[src/rtl/usb_rx_pkg.sv]
// rtl/usb_rx_pkg.sv - shared line-state constants, state enum and defaults for the USB receive controller
package usb_rx_pkg;

    localparam logic [1:0] LINE_J   = 2'b10;
    localparam logic [1:0] LINE_K   = 2'b01;
    localparam logic [1:0] LINE_SE0 = 2'b00;
    localparam logic [1:0] LINE_SE1 = 2'b11;

    localparam int CLKS_PER_BIT_DEF = 8;

    localparam logic [2:0] STUFF_LIMIT = 3'd6;

    typedef enum logic [2:0] {
        ST_IDLE,
        ST_SYNC,
        ST_RX,
        ST_EOP,
        ST_ERR
    } rx_state_e;

endpackage

[src/rtl/rx_bit_timer.sv]
// rtl/rx_bit_timer.sv - bit-period counter with edge resync and mid-bit sample strobe
module rx_bit_timer
    import usb_rx_pkg::*;
#(
    parameter int CLKS_PER_BIT = CLKS_PER_BIT_DEF
) (
    input  logic clk,
    input  logic rst,
    input  logic run,
    input  logic line_edge,
    output logic sample
);

    localparam int CW = $clog2(CLKS_PER_BIT);
    localparam logic [CW-1:0] CNT_LAST = CW'(CLKS_PER_BIT - 1);
    localparam logic [CW-1:0] CNT_MID  = CW'(CLKS_PER_BIT / 2 - 1);

    logic [CW-1:0] count_q, count_d;

    always_comb begin
        count_d = count_q;
        if (!run || line_edge || count_q == CNT_LAST) begin
            count_d = '0;
        end else begin
            count_d = count_q + 1'b1;
        end
    end

    always_ff @(posedge clk or negedge rst) begin
        if (!rst) begin
            count_q <= '0;
        end else begin
            count_q <= count_d;
        end
    end

    // An edge on the would-be sample cycle resynchronises instead of sampling.
    assign sample = run && !line_edge && (count_q == CNT_MID);

endmodule

[src/rtl/usb_rx_ctrl.sv]
// rtl/usb_rx_ctrl.sv - full-speed USB receive line controller: SYNC/EOP tracking, NRZI decode, bit de-stuffing
module usb_rx_ctrl
    import usb_rx_pkg::*;
#(
    parameter int CLKS_PER_BIT = CLKS_PER_BIT_DEF
) (
    input  logic       clk,
    input  logic       rst,
    input  logic [1:0] USB_sync,
    output logic       rx_bit,
    output logic       bit_valid,
    output logic       receiving,
    output logic       eop,
    output logic       rx_error
);

    rx_state_e  state_q, state_d;
    logic [1:0] last_q;
    logic [1:0] prev_q, prev_d;
    logic [2:0] seq_q, seq_d;
    logic [2:0] ones_q, ones_d;
    logic [2:0] bitcnt_q, bitcnt_d;
    logic       rx_bit_q, rx_bit_d;
    logic       bit_valid_q, bit_valid_d;
    logic       eop_q, eop_d;
    logic       rx_error_q, rx_error_d;
    logic       receiving_q, receiving_d;

    logic sample;
    logic line_edge;
    logic dec_bit;
    logic to_err;

    assign line_edge = (USB_sync != last_q);
    assign dec_bit   = (USB_sync == prev_q);

    rx_bit_timer #(
        .CLKS_PER_BIT(CLKS_PER_BIT)
    ) u_timer (
        .clk      (clk),
        .rst      (rst),
        .run      (state_q != ST_IDLE),
        .line_edge(line_edge),
        .sample   (sample)
    );

    always_comb begin
        state_d     = state_q;
        prev_d      = prev_q;
        seq_d       = seq_q;
        ones_d      = ones_q;
        bitcnt_d    = bitcnt_q;
        rx_bit_d    = 1'b0;
        bit_valid_d = 1'b0;
        eop_d       = 1'b0;
        rx_error_d  = 1'b0;
        receiving_d = receiving_q;
        to_err      = 1'b0;

        if (sample) begin
            prev_d = USB_sync;
        end

        case (state_q)
            ST_IDLE: begin
                if (USB_sync == LINE_K) begin
                    state_d  = ST_SYNC;
                    prev_d   = LINE_J;
                    seq_d    = 3'd0;
                    ones_d   = 3'd0;
                    bitcnt_d = 3'd0;
                end
            end
            ST_SYNC: begin
                if (sample) begin
                    if (USB_sync == LINE_SE0 || USB_sync == LINE_SE1) begin
                        to_err = 1'b1;
                    end else if (seq_q != 3'd7) begin
                        if (dec_bit) to_err = 1'b1;
                        else         seq_d  = seq_q + 3'd1;
                    end else if (dec_bit) begin
                        state_d     = ST_RX;
                        receiving_d = 1'b1;
                    end else begin
                        to_err = 1'b1;
                    end
                end
            end
            ST_RX: begin
                if (sample) begin
                    if (USB_sync == LINE_SE1) begin
                        to_err = 1'b1;
                    end else if (USB_sync == LINE_SE0) begin
                        state_d = ST_EOP;
                        seq_d   = 3'd0;
                    end else if (ones_q == STUFF_LIMIT) begin
                        // Six ones in a row: this slot must be a stuffed zero.
                        if (dec_bit) to_err = 1'b1;
                        else         ones_d = 3'd0;
                    end else begin
                        rx_bit_d    = dec_bit;
                        bit_valid_d = 1'b1;
                        bitcnt_d    = bitcnt_q + 3'd1;
                        ones_d      = dec_bit ? ones_q + 3'd1 : 3'd0;
                    end
                end
            end
            ST_EOP: begin
                if (sample) begin
                    if (seq_q == 3'd0) begin
                        if (USB_sync == LINE_SE0) seq_d  = 3'd1;
                        else                      to_err = 1'b1;
                    end else if (USB_sync == LINE_J && bitcnt_q == 3'd0) begin
                        eop_d       = 1'b1;
                        receiving_d = 1'b0;
                        state_d     = ST_IDLE;
                    end else begin
                        to_err = 1'b1;
                    end
                end
            end
            ST_ERR: begin
                if (sample) begin
                    if (USB_sync != LINE_J) begin
                        seq_d = 3'd0;
                    end else if (seq_q == 3'd7) begin
                        state_d = ST_IDLE;
                    end else begin
                        seq_d = seq_q + 3'd1;
                    end
                end
            end
            default: state_d = ST_IDLE;
        endcase

        if (to_err) begin
            state_d     = ST_ERR;
            seq_d       = 3'd0;
            rx_error_d  = 1'b1;
            receiving_d = 1'b0;
        end
    end

    always_ff @(posedge clk or negedge rst) begin
        if (!rst) begin
            state_q     <= ST_IDLE;
            last_q      <= LINE_J;
            prev_q      <= LINE_J;
            seq_q       <= 3'd0;
            ones_q      <= 3'd0;
            bitcnt_q    <= 3'd0;
            rx_bit_q    <= 1'b0;
            bit_valid_q <= 1'b0;
            eop_q       <= 1'b0;
            rx_error_q  <= 1'b0;
            receiving_q <= 1'b0;
        end else begin
            state_q     <= state_d;
            last_q      <= USB_sync;
            prev_q      <= prev_d;
            seq_q       <= seq_d;
            ones_q      <= ones_d;
            bitcnt_q    <= bitcnt_d;
            rx_bit_q    <= rx_bit_d;
            bit_valid_q <= bit_valid_d;
            eop_q       <= eop_d;
            rx_error_q  <= rx_error_d;
            receiving_q <= receiving_d;
        end
    end

    assign rx_bit    = rx_bit_q;
    assign bit_valid = bit_valid_q;
    assign eop       = eop_q;
    assign rx_error  = rx_error_q;
    assign receiving = receiving_q;

endmodule
[config.mk]
export PLATFORM = sky130hd
export DESIGN_NAME = usb_rx_ctrl
export DESIGN_NICKNAME = d
export VERILOG_FILES = /design/src/rtl/usb_rx_pkg.sv /design/src/rtl/rx_bit_timer.sv /design/src/rtl/usb_rx_ctrl.sv
export SDC_FILE = /design/constraint.sdc
export NUM_CORES = 1
export LEC_CHECK = 0
export BUFFER_PORTS_ARGS = -buffer_cell sky130_fd_sc_hd__buf_2
export CAP_MARGIN = 0
export CORE_AREA = 2 2 59 61
export CTS_CLUSTER_SIZE = 16
export DETAILED_ROUTE_END_ITERATION = 8
export DIE_AREA = 0 0 61 63
export PLACE_DENSITY = 0.66
export RECOVER_POWER = 25
export REMOVE_ABC_BUFFERS = 1
export SYNTH_ARGS = -nofsm -noshare
export SYNTH_HDL_FRONTEND = slang
export SYNTH_HIERARCHICAL = 1
export SYNTH_SLANG_ARGS = --single-unit
[constraint.sdc]
create_clock -name clk -period 3.25 [get_ports clk]
set_clock_uncertainty 0.1 [all_clocks]
set_input_delay 0.1625 -clock clk [delete_from_list [all_inputs] [get_ports clk]]
set_output_delay 0.1625 -clock clk [all_outputs]
set_load 0.005 [all_outputs]
Yosys cells after proc, flatten, opt, wreduce, memory -nomap -nowiden
Cells that the tools add are included.
{"block": "classes", "reduce_logical": 21, "n_addsub": 4, "muxes": 86, "n_eq_ne": 40}
{"cell": "3-bit 2-to-1 mux", "count": 41}
{"cell": "3-bit != test (second input constant)", "count": 20}
{"cell": "1-bit 2-to-1 mux", "count": 36}
{"cell": "3-bit one-hot mux with 5 select lines", "count": 2}
{"cell": "14-bit AND reduction", "count": 2}
{"cell": "3-bit by 1-bit adder with 3-bit output (second input constant)", "count": 4}
{"cell": "3-bit == test (second input constant)", "count": 4}
{"cell": "2-bit != test (second input constant)", "count": 6}
{"cell": "3-bit one-hot mux with 2 select lines", "count": 2}
{"cell": "6-bit AND reduction", "count": 2}
{"cell": "3-bit by 2-bit == test with 1-bit output (second input constant)", "count": 3}
{"cell": "3-bit logical NOT", "count": 3}
{"cell": "8-bit AND reduction", "count": 1}
{"cell": "2-bit 2-to-1 mux", "count": 3}
{"cell": "3-bit nonzero test", "count": 2}
{"cell": "6-bit nonzero test", "count": 1}
{"cell": "2-bit == test (second input constant)", "count": 2}
{"cell": "4-bit != test (second input constant)", "count": 1}
{"cell": "3-bit by 1-bit == test with 1-bit output (second input constant)", "count": 1}
{"cell": "1-bit logical AND", "count": 3}
{"cell": "1-bit logical OR", "count": 3}
{"cell": "1-bit one-hot mux with 3 select lines", "count": 1}
{"cell": "2-bit by 1-bit == test with 1-bit output (second input constant)", "count": 1}
{"cell": "2-bit == test", "count": 1}
{"cell": "5 further kinds", "count": 6}
{"block": "totals", "out_inout_bits": 5, "inputBits": 4, "reg_bits": 24, "elab_cells": 163}

Depth between registers and ports, before layout
{"block": "depth", "depth_word": 9, "mapped_depth": 11, "depth_no_buf": 8}

By module
The synthesis kept the hierarchy.
{"module": "usb_rx_ctrl", "area_each_um2": 1385.1, "n_inst": 1, "seq_area_each_um2": 528.0, "cells_each": 151}
{"module": "rx_bit_timer", "area_each_um2": 155.1, "n_inst": 1, "seq_area_each_um2": 75.1, "cells_each": 11}

Worst setup path after synthesis
OpenSTA, ideal clock, no wires.
{"block": "synth_path", "path_kind": "reg2reg", "start": "register state_q[1]", "end": "register seq_q[1]", "path_buffers": 3, "setup_ps": 120, "stages_incl_launch_ff": 12, "synth_period_minus_slack_ps": 2697, "arrival_ps": 2477, "required_time_ps": 3030, "setup_slack_ps": 553, "cell_sequence": "dfrtp_1 > clkbuf_1 > clkbuf_1 > nor3_1 > inv_1 > and3b_1 > clkbuf_1 > mux2i_1 > o31a_1 > a221o_1 > or2_1 > a31o_1"}
{"block": "synth_via", "elab_chain_cells": 7, "elab_cells_between_ends": 29, "cone_classes": "eq/ne (17); mux (6); reduce/logical (6)"}
{"element": "start: declaration", "line": "usb_rx_ctrl.sv:17", "rtl": "rx_state_e state_q, state_d;"}
{"element": "start signal: assignment", "line": "usb_rx_ctrl.sv:158", "rtl": "state_q <= state_d;"}
{"element": "3-bit nonzero test *", "line": "usb_rx_ctrl.sv:42", "rtl": ".run (state_q != ST_IDLE),"}
{"element": "1-bit logical AND * (2 in a row)", "line": "rx_bit_timer.sv:38", "rtl": "assign sample = run && !line_edge && (count_q == CNT_MID);"}
{"element": "via sample", "line": "usb_rx_ctrl.sv:29", "rtl": "logic sample;"}
{"element": "1-bit 2-to-1 mux, on equally long branches", "line": "usb_rx_ctrl.sv:109, usb_rx_ctrl.sv:75, usb_rx_ctrl.sv:90"}
{"element": "1-bit one-hot mux with 3 select lines", "line": "usb_rx_ctrl.sv:64", "rtl": "case (state_q)"}
{"element": "4-bit != test (no source line) (tied with other cells)"}
{"element": "14-bit AND reduction (no source line)"}
{"element": "end signal: assignment", "line": "usb_rx_ctrl.sv:161", "rtl": "seq_q <= seq_d;"}
{"element": "end: declaration", "line": "usb_rx_ctrl.sv:20", "rtl": "logic [2:0] seq_q, seq_d;"}
Mark *: on every way through the listed nets, which the timed path passes. The rest lies on a longest branch.
A chain may end at the register's enable or synchronous reset.

Final worst setup path
{"block": "layout_path", "start": "input USB_sync[1]", "end": "register seq_q[1]"}
{"block": "layout_via", "elab_cells_between_ends": 45, "cone_classes": "eq/ne (19); mux (18); reduce/logical (8)"}
{"element": "start: declaration", "line": "usb_rx_ctrl.sv:9", "rtl": "input logic [1:0] USB_sync,"}
{"element": "2-bit != test *", "line": "usb_rx_ctrl.sv:34", "rtl": "assign line_edge = (USB_sync != last_q);"}
{"element": "via line_edge", "line": "usb_rx_ctrl.sv:30", "rtl": "logic line_edge;"}
{"element": "1-bit logical NOT *", "line": "rx_bit_timer.sv:38"}
{"element": "1-bit logical AND * (2 in a row)", "line": "rx_bit_timer.sv:38"}
{"element": "via sample", "line": "usb_rx_ctrl.sv:29"}
{"element": "1-bit 2-to-1 mux, on equally long branches", "line": "usb_rx_ctrl.sv:109, usb_rx_ctrl.sv:75, usb_rx_ctrl.sv:90"}
{"element": "1-bit one-hot mux with 3 select lines", "line": "usb_rx_ctrl.sv:64"}
{"element": "4-bit != test (no source line) (tied with other cells)"}
{"element": "14-bit AND reduction (no source line)"}
Mark *: on every way through the listed nets, which the timed path passes. The rest lies on a longest branch. The select of a mux whose other input is x is not followed.

==> flow_metrics.env <==
export IMPL_yosysSeqAreaShare_pct=39.2
export IMPL_cp_data_arrival_time_ps=2970
export IMPL_diodes=0
export IMPL_avgSynthCellArea_um2=9.51
export IMPL_clkTransAtPathRegs_ps=140
export IMPL_dp_hpwl_um=2450
export IMPL_fp_coreArea_mm2=0.00323
export IMPL_hp_class="reg2reg"
export IMPL_place_ws_ps=612
export IMPL_start_util_pct=47.7
export IMPL_worstPathRequired_ps=3380
export IMPL_first_global_vias=1280
export IMPL_leakage_uw=0.000789
export IMPL_drive_above_1_share_pct=10.3
export IMPL_ctsResizeCount=0
export IMPL_grt_use_total_pct=19.8
export IMPL_dieHeight_um=63
export IMPL_netlist_area_mm2=0.00154
export IMPL_clock_sinks=24
export IMPL_grt_overflow=0
export IMPL_dpl_cell_area_mm2=0.00163
export IMPL_setup_tns_ps=0
export IMPL_setup_viol=0
export IMPL_antenna_found_initial=0
export IMPL_drtPass1Iterations=4
export IMPL_portBuffers=8
export IMPL_cp_end_kind="flop"
export IMPL_cts_tree="built"
export IMPL_grt_max_degree=25
export IMPL_cts_buffer_depth=2
export IMPL_routed_via_density=5.77
export IMPL_crit_type="in2reg"
export IMPL_stdcell_area_mm2=0.00171
export IMPL_final_common_cell="dfrtp_1"
export IMPL_rsz0062_at_grt="false"
export IMPL_vias=1269
export IMPL_synth_edf_count=0
export IMPL_clock_latency_ps=330
export IMPL_start_kind="primary input"
export IMPL_period_share_pct=87.5
export IMPL_worst_hold_slack_ps=363
export IMPL_htreeDepth=1
export IMPL_nNetsFinal=193
export IMPL_worst_slack_ps=407
export IMPL_drv_slew=0
export IMPL_fillCellCount=323
export IMPL_drc=0
export IMPL_status="completed"
export IMPL_cts_buffers=3
export IMPL_powerDensity_mw_per_mm2=522
export IMPL_fp_dieArea_mm2=0.00384
export IMPL_ios=9
export IMPL_synthArstFlopShare_pct=100
export IMPL_fin_crit_ps=2840
export IMPL_root_buffer="clkbuf_4"
export IMPL_netlist_instances=162
export IMPL_grt_pass1_wl_um=5730
export IMPL_ant_nets=0
export IMPL_tightest_slew_ps=1300
export IMPL_fmax_ghz=0.352
export IMPL_first_iter_violations=63
export IMPL_fp_dieW_um=61
export IMPL_row_count=21
export IMPL_routabilityCongestion=0.874
export IMPL_finalHoldViolations=0
export IMPL_worst_path_max_fanout=8
export IMPL_drv_cap=0
export IMPL_wl_per_cell_um=14.8
export IMPL_relSlewSlack_pct=13.3
export IMPL_synth_warnings=6
export IMPL_synth_main_ff_cell="dfrtp_1"
export IMPL_ir_drop_uv=275
export IMPL_final_cell_mix="22 x dfrtp_1, 16 x inv_1, 14 x ha_1, 13 x nand2_1, 8 x o21ai_0"
export IMPL_ys_ff_latch=24
export IMPL_synth_distinct_cells=45
export IMPL_area_growth_pct=11.2
export IMPL_finalWirelength_um=3250
## cell usage after synthesis, types with 2 or more instances
master / count / area [um^2]
nand4_1: 2 / 12.5
o22ai_1: 2 / 12.5
inv_1: 16 / 60.1
dfstp_2: 2 / 52.6
nor2b_1: 3 / 18.8
clkbuf_1: 5 / 18.8
a31o_1: 2 / 17.5
nand3b_1: 2 / 15.0
or4_1: 2 / 15.0
dfrtp_1: 22 / 551
nand3_1: 7 / 35.0
mux2i_1: 3 / 30.0
a221o_1: 2 / 20.0
a221oi_1: 2 / 17.5
xnor2_1: 2 / 17.5
nor3b_1: 2 / 15.0
nor4b_1: 2 / 17.5
ha_1: 14 / 175
nand2_1: 13 / 48.8
and3b_1: 3 / 26.3
or2_1: 2 / 12.5
a21oi_1: 6 / 30.0
o31a_1: 3 / 26.3
nand2b_1: 5 / 31.3
o21ai_0: 8 / 40.0
nor2_1: 5 / 18.8
xnor2_2: 2 / 32.5
nor3_1: 6 / 30.0
## kinds of logic after synthesis
group / after synthesis / share of synthesized area [%]
buffers and inverters: 22 / 5.36
AOI/OAI and AO/OA: 36 / 16.7
muxes: 4 / 2.68
DFF: 24 / 39.2
and+or+nand+nor: 57 / 20.9
adders and majority gates: 14 / 11.4
xor gates and xnor gates: 5 / 3.82
## worst paths after layout
path	endpoint	depth (start not counted)	startpoint	slack, ps
max in group asynchronous	receiving	2	rst	1760
max	seq_q[1]	10	USB_sync[1]	410
min	u_timer/count_q[0]	1	u_timer/count_q[0]	360
min in group asynchronous	ones_q[2]	2	rst	520
min reg2reg	u_timer/count_q[0]	1	u_timer/count_q[0]	360
max reg2reg	seq_q[1]	8	state_q[0]	540
## stage by stage
step                instances  power [uW]  util, %
floorplan                 157         589        -
global placement          213         659     50.6
detailed placement        213         669     50.6
CTS                       220         896     53.1
global route              220         964     53.0
finish                    220         894     53.0
## critical path: stages
cell and delay (ps):
dlygate4sd3_1 530, clkbuf_1 380, xnor2_1 170, nand2_1 110, and3b_1 410, mux2i_1 130
o31a_1 270, a221o_1 330, or2_1 260, a31o_1 220
## layer usage
metal / part of all wire [%] / global-route usage [%] / routed length, um
met1: 44 / 26.3 / 1450
met2: 49 / 31.5 / 1590
met3: 4.6 / 4.35 / 149
met4: 2.1 / 6.25 / 67
met5: 0 / 0 / 0
## flip-flops by register name (all words and copies together), names as in the netlist
| signal | count |
|---|---|
| rx_bit | 1 |
| receiving | 1 |
| u_timer/count_q | 3 |
| eop | 1 |
| bitcnt_q | 3 |
| seq_q | 3 |
| prev_q | 2 |
| state_q | 3 |
| ones_q | 3 |
| last_q | 2 |
| bit_valid | 1 |
| rx_error | 1 |
## report_power, final
group | switching [uW] | internal (uW)
Combinational | 167 | 120
Clock | 97.9 | 125
Sequential | 48.7 | 335
Total | 314 | 580
## final cells by class
class	count	area [um^2]	share of cell area [%]
Clock buffer	3	22.5	1.31
Inverter	17	63.8	3.73
Multi-Input combinational cell	116	855	49.9
Sequential cell	24	603	35.2
Timing Repair Buffer	13	81.3	4.75
Clock inverter	1	30.0	1.75
Tap cell	46	57.6	3.36
## repair_timing
item / in CTS / in global routing
setup endpoints to repair: 0 / 0
buffers inserted: 0 / 0
hold buffers: 3 / 0
hold endpoints to repair: 24 / 0
Note: power is estimated with default switching activity, not from simulation.
